**src/rtl/compare_operand_loader.sv**
```systemverilog
// Serial-to-parallel operand loader for the magnitude comparator: shifts in A then B
// (MSB first) and presents both in parallel under a valid/ack handshake.
module compare_operand_loader #(
    parameter int WIDTH = 8
) (
    input  logic             clk,
    input  logic             rst,
    input  logic             start,
    input  logic             sin,
    input  logic             ack,
    output logic [WIDTH-1:0] a,
    output logic [WIDTH-1:0] b,
    output logic             valid,
    output logic             busy,
    output logic [1:0]       state_dbg
);

    localparam int CW = (WIDTH > 1) ? $clog2(WIDTH) : 1;
    localparam logic [CW-1:0] CNT_LAST = CW'(WIDTH - 1);

    typedef enum logic [1:0] {
        IDLE   = 2'd0,
        LOAD_A = 2'd1,
        LOAD_B = 2'd2,
        HOLD   = 2'd3
    } state_t;

    state_t           state_q, state_d;
    logic [CW-1:0]    cnt_q, cnt_d;
    logic [WIDTH-1:0] sa_q, sa_d;
    logic [WIDTH-1:0] sb_q, sb_d;
    logic [WIDTH-1:0] a_q, a_d;
    logic [WIDTH-1:0] b_q, b_d;
    logic             valid_q, valid_d;
    logic             busy_q, busy_d;

    always_ff @(posedge clk or posedge rst) begin
        if (rst) begin
            state_q <= IDLE;
            cnt_q   <= '0;
            sa_q    <= '0;
            sb_q    <= '0;
            a_q     <= '0;
            b_q     <= '0;
            valid_q <= 1'b0;
            busy_q  <= 1'b0;
        end else begin
            state_q <= state_d;
            cnt_q   <= cnt_d;
            sa_q    <= sa_d;
            sb_q    <= sb_d;
            a_q     <= a_d;
            b_q     <= b_d;
            valid_q <= valid_d;
            busy_q  <= busy_d;
        end
    end

    // Handshake: valid stays high with a/b frozen until a cycle with ack=1; that edge
    // drops valid and returns to IDLE. ack is ignored while valid=0, and a start seen
    // in the same cycle as the accepting ack is dropped.
    always_comb begin
        state_d = state_q;
        cnt_d   = cnt_q;
        sa_d    = sa_q;
        sb_d    = sb_q;
        a_d     = a_q;
        b_d     = b_q;
        valid_d = valid_q;
        busy_d  = busy_q;
        unique case (state_q)
            IDLE: begin
                if (start) begin
                    state_d = LOAD_A;
                    cnt_d   = '0;
                    busy_d  = 1'b1;
                end
            end
            LOAD_A: begin
                sa_d = {sa_q[WIDTH-2:0], sin};
                if (cnt_q == CNT_LAST) begin
                    cnt_d   = '0;
                    state_d = LOAD_B;
                end else begin
                    cnt_d = cnt_q + CW'(1);
                end
            end
            LOAD_B: begin
                sb_d = {sb_q[WIDTH-2:0], sin};
                if (cnt_q == CNT_LAST) begin
                    // The last B bit goes straight to the output so a/b update together.
                    cnt_d   = '0;
                    a_d     = sa_q;
                    b_d     = {sb_q[WIDTH-2:0], sin};
                    valid_d = 1'b1;
                    busy_d  = 1'b0;
                    state_d = HOLD;
                end else begin
                    cnt_d = cnt_q + CW'(1);
                end
            end
            HOLD: begin
                if (ack) begin
                    valid_d = 1'b0;
                    state_d = IDLE;
                end
            end
            default: state_d = IDLE;
        endcase
    end

    assign a         = a_q;
    assign b         = b_q;
    assign valid     = valid_q;
    assign busy      = busy_q;
    assign state_dbg = state_q;

endmodule

```
**config.mk**
```make
export PLATFORM = sky130hd
export DESIGN_NAME = compare_operand_loader
export DESIGN_NICKNAME = d
export VERILOG_FILES = /design/src/rtl/compare_operand_loader.sv
export SDC_FILE = /design/constraint.sdc
export NUM_CORES = 1
export LEC_CHECK = 0
export BUFFER_PORTS_ARGS = -buffer_cell sky130_fd_sc_hd__buf_2
export CAP_MARGIN = 20
export CELL_PAD_IN_SITES_DETAIL_PLACEMENT = 2
export CELL_PAD_IN_SITES_GLOBAL_PLACEMENT = 2
export CORE_MARGIN = 1.5
export CORE_UTILIZATION = 32
export DETAILED_ROUTE_END_ITERATION = 16
export PLACE_DENSITY_LB_ADDON = 0.08
export SLEW_MARGIN = 10
export SYNTH_ARGS = -nofsm -noshare
export SYNTH_HDL_FRONTEND = slang
export SYNTH_SLANG_ARGS = --single-unit
```
**constraint.sdc**
```tcl
create_clock -name clk -period 2.1 [get_ports clk]
set_clock_uncertainty 0.15 [all_clocks]
set_input_delay 0.105 -clock clk [delete_from_list [all_inputs] [get_ports clk]]
set_output_delay 0.105 -clock clk [all_outputs]
set_load 0.01 [all_outputs]
```
==> run metrics, run 1 <==
status completed; DR iter-0 viols 54; grt ovf 0; drt wl/cell 15.8 um; Final Hold Fails 0; Req. time, crit path 2.12 ns; Max-slew headroom 67.1%; Post-CTS Hold Buffers 4; R2R setup slack 0.31 ns; Num CTS Buffers 5; Die X 74.6 um; pin count of the biggest net entering global routing 39; RSZ-0062 raised after global routing false; post-CTS resize count 0; Post-Synthesis Cells 107; Initial DRT Pass Iterations 3; Max Slew Vio Count 0; overall routing resource usage 13.4%; via count 957; CORE AREA 4820 um2; Fill cells 519; MaxCap Viol Count 0; synthesized area 1640 um2; total power 3.27 mW; first-pass GRT wire length 5380 um; drt drc 0; final setup violation count 0; minimum clock period after layout 1.79 ns; Peak VDD IR 0.496 mV; htree depth 2; Max Fclk 0.557 GHz; fin crit share 85.4%; sequential area share after synthesis 58.0%; Yosys warnings 0; Slew @ Worst Pin 0.494 ns; Unique masters post-synth 23; R2R Path Start cnt_q[0]; worst setup path class flip-flop to flip-flop; Post-Syn Area per Cell 15.3 um2; CTS Buffer Depth 2; initial antenna violation count 0; HP Class input port to asynchronous set/reset pin; Clock transition at path regs 0.07 ns; starting density of the core 34.1%; Die Y 74.6 um; worst skew pair latency 0.29 ns; vias per cell 4.56; TritonCTS Sinks 38; Total Neg Setup Slack 0 ns; Leakage Power 0.951 nW; # diodes 0; antenna viol nets, final 0; # rows 25; FF+latch count, synth 38; final net count 155; Post-DP HPWL 2340 um; PwrDens 1640 nW/um2; syn_nets 120; ratio of cells with drive above 1 in the final layout 46.9%; arrival time at the worst endpoint 1.82 ns; Critical Path Source Type flip-flop; Setup crit end kind flip-flop; routed wire length 3310 um; Layout area overhead 21.1%; vias in the first global route 1,043; Die ar. 5560 um2; capturing point of the worst reg2reg path b[1]; I/O Pins 25; final core occ 41.2%; reg2reg path depth 4; CP max FO 16; # port buffers 24; clk root buf clkbuf_8; post-CTS setup buffers 0; GPL Wtd Cong 0.735; CTS tree done
worst max-delay path, stage by stage, from the launching register on:
cell     delay, ns
dfrtp_1       0.40
ha_1          0.23
ha_1          0.25
nand2_4       0.26
mux2_2        0.38
metrics by stage:
stage / area, um2 / hold WS, ns / std cells / setup slack, ns
after floorplan: 1640 / 0.104 / 107 / 0.424
after global placement: 1840 / 0.0924 / 198 / 0.347
after detailed placement: 1840 / 0.114 / 198 / 0.289
after CTS: 1990 / 0.353 / 210 / 0.275
after global routing: 1990 / 0.379 / 210 / 0.218
final: 1990 / 0.329 / 210 / 0.306
worst max-delay path by stage:
stage                      start      endpoint  cells past startpoint
finish                  cnt_q[0]          b[1]                      4
floorplan               cnt_q[0]          a[0]                      5
global route        state_dbg[0]  state_dbg[1]                      5
global placement        cnt_q[0]          b[7]                      4
CTS                     cnt_q[0]          b[1]                      4
detailed placement      cnt_q[0]          b[1]                      4
report_power, final:
group	switching [mW]	internal [mW]	total (mW)
registers	0.250	1.11	1.36
logic	0.589	0.709	1.30
clock network	0.252	0.355	0.607
routing by layer:
layer  part of all wire, %  track usage [%]
met2                    50             21.9
met3                   4.1             3.66
met1                    44             16.8
met5                     0                0
met4                   1.7             5.45
cells in the final DEF (no fill, tap or decap), drive strengths merged, types with 2 or more instances in the layout:
cell type,instances
clkbuf,7
inv,6
mux2,32
nand2b,2
buf,27
mux2i,2
ha,8
dlygate4sd3,4
nand2,5
o21ai,2
dfrtp,38
synth_stat cells, drive strengths merged:
| library cell | number | share of area, % |
|---|---|---|
| a211oi | 1 | 0.46 |
| a21oi | 1 | 0.30 |
| a22o | 1 | 0.53 |
| a32o | 1 | 0.61 |
| a32oi | 1 | 0.53 |
| buf | 3 | 1.7 |
| dfrtp | 38 | 58 |
| ha | 8 | 6.1 |
| inv | 6 | 1.4 |
| mux2 | 32 | 24 |
| mux2i | 2 | 1.2 |
| nand2 | 5 | 1.6 |
| nand2b | 2 | 0.92 |
| nand3 | 1 | 0.30 |
| nor2 | 1 | 0.23 |
| o211ai | 1 | 0.76 |
| o21ai | 2 | 0.61 |
| o2bb2ai | 1 | 0.53 |
sequential cells by signal, indices dropped and copies added, names as in the netlist:
name and cells:
a 8, valid 1, sa_q 8, state_dbg 2, busy 1, sb_q 7, cnt_q 3, b 8
final cells by class:
| class | count | area [um2] | share of cell area [%] |
|---|---|---|---|
| flip-flops and latches | 38 | 951 | 47.9 |
| multi-input cells | 60 | 639 | 32.2 |
| repair buffers | 31 | 183 | 9.20 |
| well taps | 67 | 83.8 | 4.22 |
| clock buffers | 7 | 76.3 | 3.84 |
| clock inverters | 1 | 30.0 | 1.51 |
| inverters | 6 | 22.5 | 1.13 |
logic make-up (layout without fill, tap and decap cells):
| group | after synthesis | in the layout | share of synthesized area, % |
|---|---|---|---|
| buffers and inverters | 9 | 45 | 3.05 |
| AOI/OAI and AO/OA | 9 | 9 | 4.35 |
| and+or+nand+nor | 9 | 9 | 3.05 |
| muxes | 34 | 34 | 25.5 |
| DFF | 38 | 38 | 58.0 |
| adders and majority gates | 8 | 8 | 6.10 |
No activity file was read; power rests on OpenSTA's default activity.
==> run 2, diff against run 1 <==
Settings changed: GPL_TIMING_DRIVEN from default to 0.
==> run 2 against run 1 <==
- clock power shrank 20%
- global-route usage fell by 0.45 points
- combinational power hardly changed
- first-iteration DRC count decreased by 65%
- register-to-register slack got worse by 0.06 ns
- fmax shrank 3.2%
- die area is the same
- worst setup slack worse by 0.058 ns
- flip-flop and latch count did not move
- via count up 1.5%
- utilization hardly changed
- worst hold slack got worse by 0.20 ns
- critical path type unchanged
- largest cell class unchanged
- highest routed layer unchanged
==> run metrics, run 2 (synthesis results as in run 1) <==
reg2reg path depth 5 (+1); grt ovf 0 (unchanged); stages on the worst setup path 5 (+1); Die X 74.6 um (unchanged); P_int 2.08 mW (-4.6%); Clock Power Share 15.6% (-3.0 points); Die Y 74.6 um (unchanged); # port buffers 24 (unchanged); Post-DP HPWL 2220 um (-5.4%); Clock transition at path regs 0.07 ns (about the same); final setup violation count 0 (unchanged); worst skew pair latency 0.28 ns (about the same); register area 951 um2 (unchanged); status completed; CP max FO 10 (-6); TritonCTS Sinks 38 (unchanged); vias in the first global route 1,081 (+3.6%); crit-path cells ha_1, ha_1, nand2_4, buf_6, mux2_4; fin crit share 88.2% (+2.8 points); CTS tree done; clk root buf clkbuf_8; Psw 1.05 mW (-4.0%); worst setup path class flip-flop to flip-flop; final net count 156 (+0.65%); Req. time, crit path 2.12 ns (about the same); minimum clock period after layout 1.85 ns (+0.0584 ns); # rows 25 (unchanged); CP most frequent cell ha_1; RSZ-0062 raised after global routing false; Final Hold Fails 0 (unchanged); Layout area overhead 21.1% (about the same); vias per cell 4.65 (+1.9%); initial antenna violation count 0 (unchanged); Slowest cell on crit path dfrtp_1; switching power share of the total 33.5% (+0.13 points); drt drc 0 (unchanged); Worst path top cell family by delay adder cells; commonest non-fill, non-tap cells in the layout dfrtp_1, buf_2, mux2_2; Setup crit end kind flip-flop; htree depth 2 (unchanged); I/O Pins 25 (unchanged); pin count of the biggest net entering global routing 31 (-21%); Total Neg Setup Slack 0 ns (unchanged); Num CTS Buffers 5 (unchanged); MaxCap Viol Count 0 (unchanged); PwrDens 1570 nW/um2 (-4.4%); critical path launch point cnt_q[0]; antenna viol nets, final 0 (unchanged); routed wire length 3150 um (-4.9%); starting density of the core 34.1% (unchanged); Comb pwr share 41.1% (+1.4 points); arrival time at the worst endpoint 1.87 ns (+0.05 ns); commonest non-fill, non-tap cell in the layout dfrtp_1; HP Class input port to asynchronous set/reset pin; Die ar. 5560 um2 (unchanged); via count 971 (+1.5%); overall routing resource usage 12.9% (-0.45 points); Fill cells 508 (-2.1%); drt wl/cell 15.1 um (-4.4%); # diodes 0 (unchanged); Max Slew Vio Count 0 (unchanged); DR iter-0 viols 19 (-65%); area of the multi-input gates 639 um2 (unchanged); GPL Wtd Cong 0.701 (-4.6%); Initial DRT Pass Iterations 4 (+1); Critical Path Source Type flip-flop; first-pass GRT wire length 5200 um (-3.2%); CP max stage delay 0.40 ns (about the same); Max-slew headroom 80.5% (+13 points); CTS Buffer Depth 2 (unchanged); Slew @ Worst Pin 0.284 ns (-0.210 ns); Max Fclk 0.540 GHz (-3.2%); R2R Path Start cnt_q[0]; Flop pwr share 43.4% (+1.7 points); R2R setup slack 0.25 ns (-0.06 ns); Leakage Power 0.952 nW (about the same); Buf+Inv Stages, Crit Path 1 (+1); ratio of cells with drive above 1 in the final layout 48.6% (+1.7 points); Peak VDD IR 0.452 mV (-8.9%); final core occ 41.2% (about the same); CORE AREA 4820 um2 (unchanged)
-- run 2: worst paths after layout --
| check | endpoint |
|---|---|
| min reg2reg | sb_q[6] |
| min | b[6] |
| max | a[1] |
| max reg2reg | a[1] |
| max in group asynchronous | b[2] |
| min in group clk | sb_q[6] |
-- run 2: worst reg2reg max path: stages (launching register included) --
cell and delay [ns]:
dfrtp_1 0.40, ha_1 0.23, ha_1 0.26, nand2_4 0.16
buf_6 0.21, mux2_4 0.32
-- run 2: routing by layer --
metal	vias to the layer above	GRT usage [%]	wire length, um
met5	-	0	0
met4	0	6.06	47
met3	5	4.61	182
met2	27	21.3	1600
met1	499	15.1	1320
li1	440	-	-
-- run 2: layout make-up --
type                            instances  area share [%]
Multi-Input combinational cell         60            32.2
Buffer                                  3            1.39
Timing Repair Buffer                   29            9.07
Inverter                                6            1.13
Sequential cell                        38            47.9
Clock buffer                            6            4.16
Tap cell                               67            4.22
-- run 2: per-stage QoR --
stage	cell area (um2)	setup slack, ns	total power [mW]	std cells	hold WS (ns)
after floorplan	1640	0.424	2.24	107	0.104
after global placement	1840	0.264	2.59	198	0.237
after detailed placement	1860	0.246	2.67	199	-0.115
after CTS	1990	0.217	3.19	209	0.121
after global routing	1990	0.181	3.37	209	0.145
final	1990	0.248	3.12	209	0.128
-- run 2: power groups by stage --
stage               clock network [mW]  logic, mW  registers [mW]
floorplan                            0      0.837            1.40
global placement                     0       1.24            1.34
detailed placement                   0       1.30            1.38
CTS                              0.513       1.31            1.37
global route                     0.531       1.42            1.42
finish                           0.486       1.28            1.36
-- run 2: what timing repair did --
item / in CTS / in global routing
endpoints found under the hold margin: 43 / 0
hold buffers: 4 / 0
setup buffers: 0 / 0
gates resized for setup: 0 / 0
